### config.mk
export PLATFORM = sky130hd
export DESIGN_NAME = tmr_sram_scrub_ctrl
export DESIGN_NICKNAME = d
export VERILOG_FILES = /design/src/rtl/tmr_pkg.sv /design/src/rtl/tmr_vote.sv /design/src/rtl/tmr_sram_scrub_ctrl.sv
export SDC_FILE = /design/constraint.sdc
export NUM_CORES = 1
export LEC_CHECK = 0
export BUFFER_PORTS_ARGS = -buffer_cell sky130_fd_sc_hd__buf_2
export CORE_AREA = 2 2 181 183
export CTS_CLUSTER_DIAMETER = 30
export DETAILED_ROUTE_END_ITERATION = 10
export DIE_AREA = 0 0 183 185
export GPL_TIMING_DRIVEN = 0
export PLACE_DENSITY = 0.59
export RECOVER_POWER = 25
export SLEW_MARGIN = 10
export SYNTH_ARGS = -nofsm -noshare
export SYNTH_HDL_FRONTEND = slang
export SYNTH_SLANG_ARGS = --single-unit
### constraint.sdc
create_clock -name clk_i -period 2.7 [get_ports clk_i]
set_input_delay 0.54 -clock clk_i [delete_from_list [all_inputs] [get_ports clk_i]]
set_output_delay 0.54 -clock clk_i [all_outputs]
set_load 0.02 [all_outputs]
### src/rtl/tmr_pkg.sv
// Shared types for the TMR SRAM scrub controller.
// Scrub FSM encoding and default counter width.
package tmr_pkg;

  typedef enum logic [1:0] {
    S_IDLE,
    S_RD,
    S_CHK,
    S_WB
  } scrub_state_e;

  localparam int unsigned CNT_WIDTH_DEF = 16;

endpackage

### src/rtl/tmr_vote.sv
// Three-way bitwise majority vote over the raw SRAM copies.
// Flags any disagreement and the no-two-equal case.
module tmr_vote #(
  parameter int unsigned DW = 64
) (
  input  logic [DW-1:0] i_r0,
  input  logic [DW-1:0] i_r1,
  input  logic [DW-1:0] i_r2,
  output logic [DW-1:0] o_voted,
  output logic          o_mismatch,
  output logic          o_uncorr
);

  logic w_ne01;
  logic w_ne12;
  logic w_ne02;

  assign w_ne01 = (i_r0 != i_r1);
  assign w_ne12 = (i_r1 != i_r2);
  assign w_ne02 = (i_r0 != i_r2);

  assign o_voted    = (i_r0 & i_r1) | (i_r1 & i_r2) | (i_r0 & i_r2);
  assign o_mismatch = w_ne01 | w_ne12;
  assign o_uncorr   = w_ne01 & w_ne12 & w_ne02;

endmodule

### src/rtl/tmr_sram_scrub_ctrl.sv
// Client passthrough with voted reads plus an idle-cycle
// background scrubber that repairs single-copy upsets.
module tmr_sram_scrub_ctrl
  import tmr_pkg::*;
#(
  parameter int unsigned DATA_WIDTH     = 64,
  parameter int unsigned NUM_WORDS      = 1024,
  parameter int unsigned SCRUB_INTERVAL = 256,
  parameter int unsigned CNT_WIDTH      = CNT_WIDTH_DEF,
  localparam int unsigned AW = $clog2(NUM_WORDS),
  localparam int unsigned BW = (DATA_WIDTH + 7) / 8
) (
  input  logic                  clk_i,
  input  logic                  rst_ni,
  input  logic                  scrub_en_i,
  input  logic                  req_i,
  input  logic                  we_i,
  input  logic [AW-1:0]         addr_i,
  input  logic [DATA_WIDTH-1:0] wdata_i,
  input  logic [BW-1:0]         be_i,
  output logic                  gnt_o,
  output logic                  rvalid_o,
  output logic [DATA_WIDTH-1:0] rdata_o,
  output logic                  sram_req_o,
  output logic                  sram_we_o,
  output logic [AW-1:0]         sram_addr_o,
  output logic [DATA_WIDTH-1:0] sram_wdata_o,
  output logic [BW-1:0]         sram_be_o,
  input  logic [DATA_WIDTH-1:0] sram_rdata0_i,
  input  logic [DATA_WIDTH-1:0] sram_rdata1_i,
  input  logic [DATA_WIDTH-1:0] sram_rdata2_i,
  output logic [CNT_WIDTH-1:0]  corr_cnt_o,
  output logic [CNT_WIDTH-1:0]  uncorr_cnt_o,
  output logic                  uncorr_o,
  output logic                  pass_done_o
);

  localparam int unsigned IW = $clog2(SCRUB_INTERVAL + 1);
  localparam logic [IW-1:0] ILAST = IW'(SCRUB_INTERVAL - 1);
  localparam logic [AW-1:0] ALAST = AW'(NUM_WORDS - 1);

  scrub_state_e r_state;
  scrub_state_e w_next;

  logic [AW-1:0]         r_addr;
  logic [IW-1:0]         r_icnt;
  logic [CNT_WIDTH-1:0]  r_corr;
  logic [CNT_WIDTH-1:0]  r_ucnt;
  logic [DATA_WIDTH-1:0] r_wb_data;
  logic                  r_rvalid;
  logic                  r_uncorr;
  logic                  r_pass;

  logic [DATA_WIDTH-1:0] w_sc_voted;
  logic                  w_sc_mis;
  logic                  w_sc_unc;
  logic [DATA_WIDTH-1:0] w_cl_voted;
  logic                  w_cl_mis;
  logic                  w_cl_unc;
  logic                  w_unused_cl;
  logic                  w_cl_hit;
  logic                  w_adv;
  logic                  w_inc_corr;
  logic                  w_inc_unc;
  logic                  w_latch;

  tmr_vote #(.DW(DATA_WIDTH)) u_vote_scrub (
    .i_r0       (sram_rdata0_i),
    .i_r1       (sram_rdata1_i),
    .i_r2       (sram_rdata2_i),
    .o_voted    (w_sc_voted),
    .o_mismatch (w_sc_mis),
    .o_uncorr   (w_sc_unc)
  );

  tmr_vote #(.DW(DATA_WIDTH)) u_vote_client (
    .i_r0       (sram_rdata0_i),
    .i_r1       (sram_rdata1_i),
    .i_r2       (sram_rdata2_i),
    .o_voted    (w_cl_voted),
    .o_mismatch (w_cl_mis),
    .o_uncorr   (w_cl_unc)
  );

  // Client reads only need the voted word.
  assign w_unused_cl = w_cl_mis ^ w_cl_unc;

  assign w_cl_hit = req_i & we_i & (addr_i == r_addr);

  assign gnt_o        = req_i;
  assign rvalid_o     = r_rvalid;
  assign rdata_o      = w_cl_voted;
  assign corr_cnt_o   = r_corr;
  assign uncorr_cnt_o = r_ucnt;
  assign uncorr_o     = r_uncorr;
  assign pass_done_o  = r_pass;

  // Scrub FSM state register.
  always_ff @(posedge clk_i or negedge rst_ni) begin
    if (!rst_ni) r_state <= S_IDLE;
    else         r_state <= w_next;
  end

  // Scrub FSM next-state logic; client traffic stalls RD and WB.
  always_comb begin
    w_next = r_state;
    unique case (r_state)
      S_IDLE: if (scrub_en_i && r_icnt == ILAST) w_next = S_RD;
      S_RD:   if (!req_i) w_next = S_CHK;
      S_CHK:  begin
        if (w_sc_mis && !w_sc_unc && !w_cl_hit) w_next = S_WB;
        else                                    w_next = S_IDLE;
      end
      S_WB:   if (!req_i || w_cl_hit) w_next = S_IDLE;
    endcase
  end

  // SRAM port mux and scrub actions; client always has priority.
  always_comb begin
    sram_req_o   = 1'b0;
    sram_we_o    = 1'b0;
    sram_addr_o  = '0;
    sram_wdata_o = '0;
    sram_be_o    = '0;
    w_adv        = 1'b0;
    w_inc_corr   = 1'b0;
    w_inc_unc    = 1'b0;
    w_latch      = 1'b0;
    if (req_i) begin
      sram_req_o   = 1'b1;
      sram_we_o    = we_i;
      sram_addr_o  = addr_i;
      sram_wdata_o = wdata_i;
      sram_be_o    = be_i;
    end
    unique case (r_state)
      S_IDLE: ;
      S_RD: begin
        if (!req_i) begin
          sram_req_o  = 1'b1;
          sram_addr_o = r_addr;
        end
      end
      S_CHK: begin
        if (!w_sc_mis) begin
          w_adv = 1'b1;
        end else if (w_sc_unc) begin
          w_adv     = 1'b1;
          w_inc_unc = 1'b1;
        end else if (w_cl_hit) begin
          w_adv = 1'b1;
        end else begin
          w_latch = 1'b1;
        end
      end
      S_WB: begin
        if (!req_i) begin
          sram_req_o   = 1'b1;
          sram_we_o    = 1'b1;
          sram_addr_o  = r_addr;
          sram_wdata_o = r_wb_data;
          sram_be_o    = '1;
          w_adv        = 1'b1;
          w_inc_corr   = 1'b1;
        end else if (w_cl_hit) begin
          w_adv = 1'b1;
        end
      end
    endcase
  end

  // Interval counter runs only while idle and enabled.
  always_ff @(posedge clk_i or negedge rst_ni) begin
    if (!rst_ni) begin
      r_icnt <= '0;
    end else if (!scrub_en_i) begin
      r_icnt <= '0;
    end else if (r_state == S_IDLE) begin
      if (r_icnt == ILAST) r_icnt <= '0;
      else                 r_icnt <= r_icnt + IW'(1);
    end
  end

  // Scrub address walk and end-of-pass pulse.
  always_ff @(posedge clk_i or negedge rst_ni) begin
    if (!rst_ni) begin
      r_addr <= '0;
      r_pass <= 1'b0;
    end else begin
      r_pass <= w_adv && (r_addr == ALAST);
      if (w_adv) begin
        if (r_addr == ALAST) r_addr <= '0;
        else                 r_addr <= r_addr + AW'(1);
      end
    end
  end

  // Voted word held for the writeback.
  always_ff @(posedge clk_i or negedge rst_ni) begin
    if (!rst_ni)      r_wb_data <= '0;
    else if (w_latch) r_wb_data <= w_sc_voted;
  end

  // Saturating repair / uncorrectable counters and pulse.
  always_ff @(posedge clk_i or negedge rst_ni) begin
    if (!rst_ni) begin
      r_corr   <= '0;
      r_ucnt   <= '0;
      r_uncorr <= 1'b0;
    end else begin
      r_uncorr <= w_inc_unc;
      if (w_inc_corr && r_corr != '1) r_corr <= r_corr + CNT_WIDTH'(1);
      if (w_inc_unc && r_ucnt != '1)  r_ucnt <= r_ucnt + CNT_WIDTH'(1);
    end
  end

  // Client read data is valid one cycle after a granted read.
  always_ff @(posedge clk_i or negedge rst_ni) begin
    if (!rst_ni) r_rvalid <= 1'b0;
    else         r_rvalid <= req_i & ~we_i;
  end

endmodule

== After elaboration in Yosys (flattened, before gate mapping) ==
Cells that the tools add are included.

* Register bits after elaboration: 120
* Input bits: 279
* Output and inout port bits: 184
* Word-level logic and storage cells: 91

* Add/sub/neg operators: 4
* Eq/ne operators: 15
* Mux-type cells: 38
* Bitwise operators: 12
* Reductions and logical operators: 13

{| class="wikitable"
|+ Operator list
! operator !! number
|-
| $and A64 B64 Y64 || 3
|-
| $mux W64 || 3
|-
| $ne A64 B64 Y1 || 3
|-
| $or A64 B64 Y64 || 2
|-
| $mux W10 || 4
|-
| $add A16 B1 Y16 const B || 2
|-
| $ne A16 B16 Y1 const B || 2
|-
| $mux W9 || 3
|-
| $mux W8 || 3
|-
| $mux W1 || 19
|-
| $add A10 B1 Y10 const B || 1
|-
| $eq A10 B10 Y1 || 1
|-
| $eq A10 B10 Y1 const B || 1
|-
| $add A9 B1 Y9 const B || 1
|-
| $eq A9 B8 Y1 const B || 1
|-
| $mux W2 || 4
|-
| $pmux W2 S4 || 1
|-
| $logic_and A1 B1 Y1 || 6
|-
| $ne A2 B2 Y1 const B || 3
|-
| $and A1 B1 Y1 || 5
|-
| $eq A2 B2 Y1 const B || 2
|-
| $logic_not A1 Y1 || 3
|-
| $reduce_and A3 Y1 || 1
|-
| $eq A2 B1 Y1 const B || 1
|-
| 7 further kinds || 7
|}

== Depth between registers and ports, before layout ==
* Depth after elaboration: 8
* Mapped depth: 10
* Gate-level depth less buffers: 8

== Hierarchy ==
Synthesis repeated with hierarchy kept, for this count alone.

* Cells, all modules: 1,164
* Area total of the unflattened synthesis: 12,638.4 µm²

{| class="wikitable"
|+ By module, submodules not included
! module !! instances !! cells an instance !! area each (µm²) !! sequential area each (µm²)
|-
| tmr_vote || 2 || 321 || 3,218.1 || 0.0
|-
| tmr_sram_scrub_ctrl || 1 || 522 || 6,202.2 || 3,002.9
|}

== Least setup slack after synthesis ==
OpenSTA, ideal clock, no wires.

* Path kind: input to register
* Start point: input port sram_rdata1_i[26]
* End point: register r_wb_data[15]
* Setup time: 127 ps
* Arrival: 2,560 ps
* Data required time: 2,573 ps
* Setup slack: 13 ps
* Cell stages on the path: 10
* Cells stage by stage: ha_1 -> nor4_1 -> nand4_1 -> nor4_2 -> and2_1 -> nor2_1 -> nand2_1 -> buf_4 -> buf_6 -> mux2_1

* Cells in the longest elaborated chain, start to end: 6
* Elaborated cells between the ends (all ways): 8
* Classes of those cells: eq/ne: 2; mux: 3; bitwise: 3

{| class="wikitable"
|+ RTL lines
! what !! RTL line !! RTL
|-
| start, declared || tmr_sram_scrub_ctrl.sv:30 || <nowiki>input logic [DATA_WIDTH-1:0] sram_rdata1_i,</nowiki>
|-
| $ne A64 B64 Y1 || -- ||
|-
| $and A1 B1 Y1 (2 in a row) || tmr_vote.sv:24 || <nowiki>assign o_uncorr = w_ne01 & w_ne12 & w_ne02;</nowiki>
|-
| $mux W1 || tmr_sram_scrub_ctrl.sv:147 || <nowiki>end else if (w_sc_unc) begin</nowiki>
|-
| $mux W1 (*) || tmr_sram_scrub_ctrl.sv:145 || <nowiki>if (!w_sc_mis) begin</nowiki>
|-
| $mux W1 (*) || tmr_sram_scrub_ctrl.sv:136 || <nowiki>unique case (r_state)</nowiki>
|-
| end signal, assigned || tmr_sram_scrub_ctrl.sv:201 || <nowiki>else if (w_latch) r_wb_data <= w_sc_voted;</nowiki>
|-
| end, declared || tmr_sram_scrub_ctrl.sv:49 || <nowiki>logic [DATA_WIDTH-1:0] r_wb_data;</nowiki>
|}

Mark *: on every way between the ends. The rest lies on a longest branch, timed or not.
A chain may end at the register's enable or synchronous reset.

== Worst setup path in the final report ==
* Start point: input port sram_rdata1_i[27]
* End point: register r_wb_data[29]

Same word-level chain as after synthesis.

==> flow_summary.toml <==
[layout]
final-instance-count-excl-fill = 1775
drive_gt1_share_pct = 50.4
area_delta_synth_final_pct = 51.0
regArea_um2 = 3000
fin_nets = 1819
multi_input_area_um2 = 6780
post-route-cell-area_um2 = 14000
fill_cells = 3106

[clock_network]
clk_path_buf_depth = 2
cts_hold_buf = 0
cts_buffers = 17
clockRootBuffer = "clkbuf_16"
clk_latency_ns = 0.43
clkTransAtPathRegs_ns = 0.06
cts-htree-levels = 4
cts_sinks = 120
cts_tree = "built"

[timing]
setup_viol = 63
finalHoldViolCount = 0
fin_hold_ws_ns = 0.276
fin_crit_ns = 2.77
fin_crit_sh_pct = 103
fin_tns_setup_ns = -3.01
slew-limit-headroom_pct = 10.3
rsz0062_at_grt = "yes"
clock.fmax_ghz = 0.361
final.setup.worst_slack_ns = -0.0708
slew_violations = 0
worst_clock_skew_ns = 0.0108
tightest_slew_ns = 1.34

[run]
drv_cap = 0

[routing]
antenna_left = 0
routedWlPerCell_um = 23.2
num_vias = 9046
drc = 0
first_pass_iters = 5
wl_mm = 41.2
viasPerCell = 5.10
drt_iter0_markers = 384

[critical_path]
critPathMaxFanout = 5
r2r_end = "r_wb_data[29]"
arrival_ns = 3.07
reg2reg_depth = 8
critPathLaunchType = "input pin"
worstPathRequired_ns = 3.00
crit_type = "input pin to register"
ff2ff_setup_slack_ns = 0.09
timing.rr.start = "r_addr[9]"
endpoint_kind = "register"

[placed_design]
gp_congestion = 0.931
hpwl_mm = 34.0
dp_slack_ns = -1.43
place_inst = 1708
port_buffers = 461
place_area_um2 = 12100

[synthesis]
synth_edf_count = 0
synth_compound_area_share_pct = 9.30
yosys.cell_types.count = 47
synth-xor-area-share_pct = 4.36
async_flop_share_pct = 100
synth_fa_ha_area_share_pct = 26.5
synth_area_um2 = 9250
syn-num-nets = 1313
netlist_instances = 838
ys_warn_count = 0
postSynthAreaPerCell_um2 = 11.0
yosys.area_share.simple_pct = 16.9
synth.area.mux_share_pct = 8.16
ys.flop_type = "dfrtp_1"
synth_seq_cells = 120
synth_top_family_by_area = "adder cells"
ys_seq_area_share_pct = 32.5

[grt]
antenna_found_initial = 10
grt_max_degree = 76
grt_pass1_vias = 8906
grt_usage_pct = 23.3
grt_pass1_wl_mm = 56.6
globalRouteOverflowTotal = 0

[pwr]
worst_ir_drop_vdd_mv = 0.404
p_per_area_nw_per_um2 = 411
p_leak_nw = 7.46

[outcome]
outcome = "complete, but fails checks"
violations = "negative setup slack"

[die]
start_util_pct = 28.9
die_area_um2 = 33900
io_pins = 463
die_y_um = 185
core-area_um2 = 32000
num_rows = 66
die_x_um = 183

[worst_hold_path]
holdPathEnd = "rvalid_o"
hold_class = "input pin to register"
min_path_cells = 2
min_from = "we_i"
-- cell families after synthesis --
kind of cell               count (synthesis)
and+or+nand+nor                          268
adders and majority gates                196
DFF                                      120
AOI/OAI and AO/OA                        101
muxes                                     67
xor gates and xnor gates                  46
buffers and inverters                     40
-- critical path, stage by stage --
cell	delay (ns)
buf_2	0.11
ha_1	0.32
nor4_4	0.36
nand4_1	0.22
nor4_4	0.37
buf_4	0.17
and2_4	0.16
nor2_4	0.04
nand2_4	0.12
buf_12	0.17
clkbuf_16	0.17
mux2_4	0.30
-- worst max-delay path by stage --
stage,start,to,slack [ns],depth (start not counted)
finish,sram_rdata1_i[27],r_wb_data[29],-0.07,12
global route,sram_rdata2_i[60],r_wb_data[29],-0.14,12
CTS,sram_rdata1_i[59],r_wb_data[59],-0.05,12
detailed placement,sram_rdata1_i[11],r_wb_data[59],-1.43,11
global placement,sram_rdata1_i[11],r_wb_data[59],-1.39,11
floorplan,sram_rdata1_i[26],r_wb_data[15],0.01,10
-- layout by cell type (no fill, tap or decap), types with 5 or more instances in the layout --
cell type  instances
nand3_1           22
ha_1             184
buf_4             12
a22o_1            74
diode_2           10
nor2_1            12
mux2_4            49
mux2_2            18
dfrtp_1          119
inv_1              5
nand2_1           43
buf_12             8
nor4_1            16
xor2_1            11
buf_2            460
or3_1             65
ha_4              10
nand4_1           24
clkbuf_1           9
buf_6              8
nor4_4            20
clkbuf_16         25
clkbuf_2           9
and2_1             9
nor4_2            17
and3_1             9
xnor2_1           35
-- Yosys cell counts, drive strengths merged, types with 2 or more instances --
cell type	number	share of area, %
nand2	44	1.8
ha	196	27
mux2	67	8.2
nand2b	4	0.27
nor2	14	0.57
o21a	2	0.24
o41ai	2	0.39
nor3	7	0.66
nor2b	5	0.34
or3	65	4.4
xnor2	35	3.3
nand3	22	1.2
and3	9	0.61
or2	4	0.27
clkbuf	22	0.89
a22o	74	7.0
xor2	11	1.0
o31ai	2	0.27
a21oi	4	0.22
buf	13	1.2
inv	5	0.20
dfrtp	120	32
a21boi	2	0.16
and4	3	0.28
o21ai	10	0.58
nand4	24	1.6
and2	11	0.74
or4	2	0.20
nor4	53	3.9
-- final cells by class --
| type | instances | area share (%) |
|---|---|---|
| multi-input combinational | 678 | 48.6 |
| sequential | 120 | 21.5 |
| timing repair buffer | 489 | 19.6 |
| tap | 408 | 3.66 |
| clock buffer | 19 | 3.24 |
| buffer | 33 | 1.93 |
| clock inverter | 13 | 1.21 |
| antenna | 10 | 0.179 |
| inverter | 5 | 0.134 |
-- per-layer routing --
layer  up-vias  part of all wire, %  global-route usage [%]
met1      4406                   42                    28.8
met4         0                  2.0                    8.00
met3        35                  6.3                    5.21
li1       4271                    -                       -
met2       334                   49                    40.2
met5         -                    0                       0
-- per-stage QoR --
step,util [%],power [W]
3_3_place_gp,37.7,0.00314
5_1_grt,43.6,0.00599
2_1_floorplan,-,0.00240
3_5_place_dp,37.8,0.00316
6_report,43.6,0.00574
4_1_cts,41.6,0.00576
-- state kept, by name (all words and copies together) (netlist names) --
name / cells
corr_cnt_o: 16
pass_done_o: 1
rvalid_o: 1
r_wb_data: 64
r_state: 2
uncorr_o: 1
r_icnt: 9
r_addr: 10
uncorr_cnt_o: 16
-- report_power, final --
group          internal [W]  leakage [nW]  switching (W)  total (W)
clock               0.00151         0.293       0.000955    0.00247
combinational      0.000594          5.51       0.000876    0.00147
sequential          0.00180          1.66     0.00000448    0.00181
-- repair_timing --
item	in CTS	in global routing
endpoints found under the setup margin	176	90
gates cloned	0	9
pin swaps	17	19
resized for setup	93	86
buffers inserted	14	4
(Power assumes the default switching activity.)
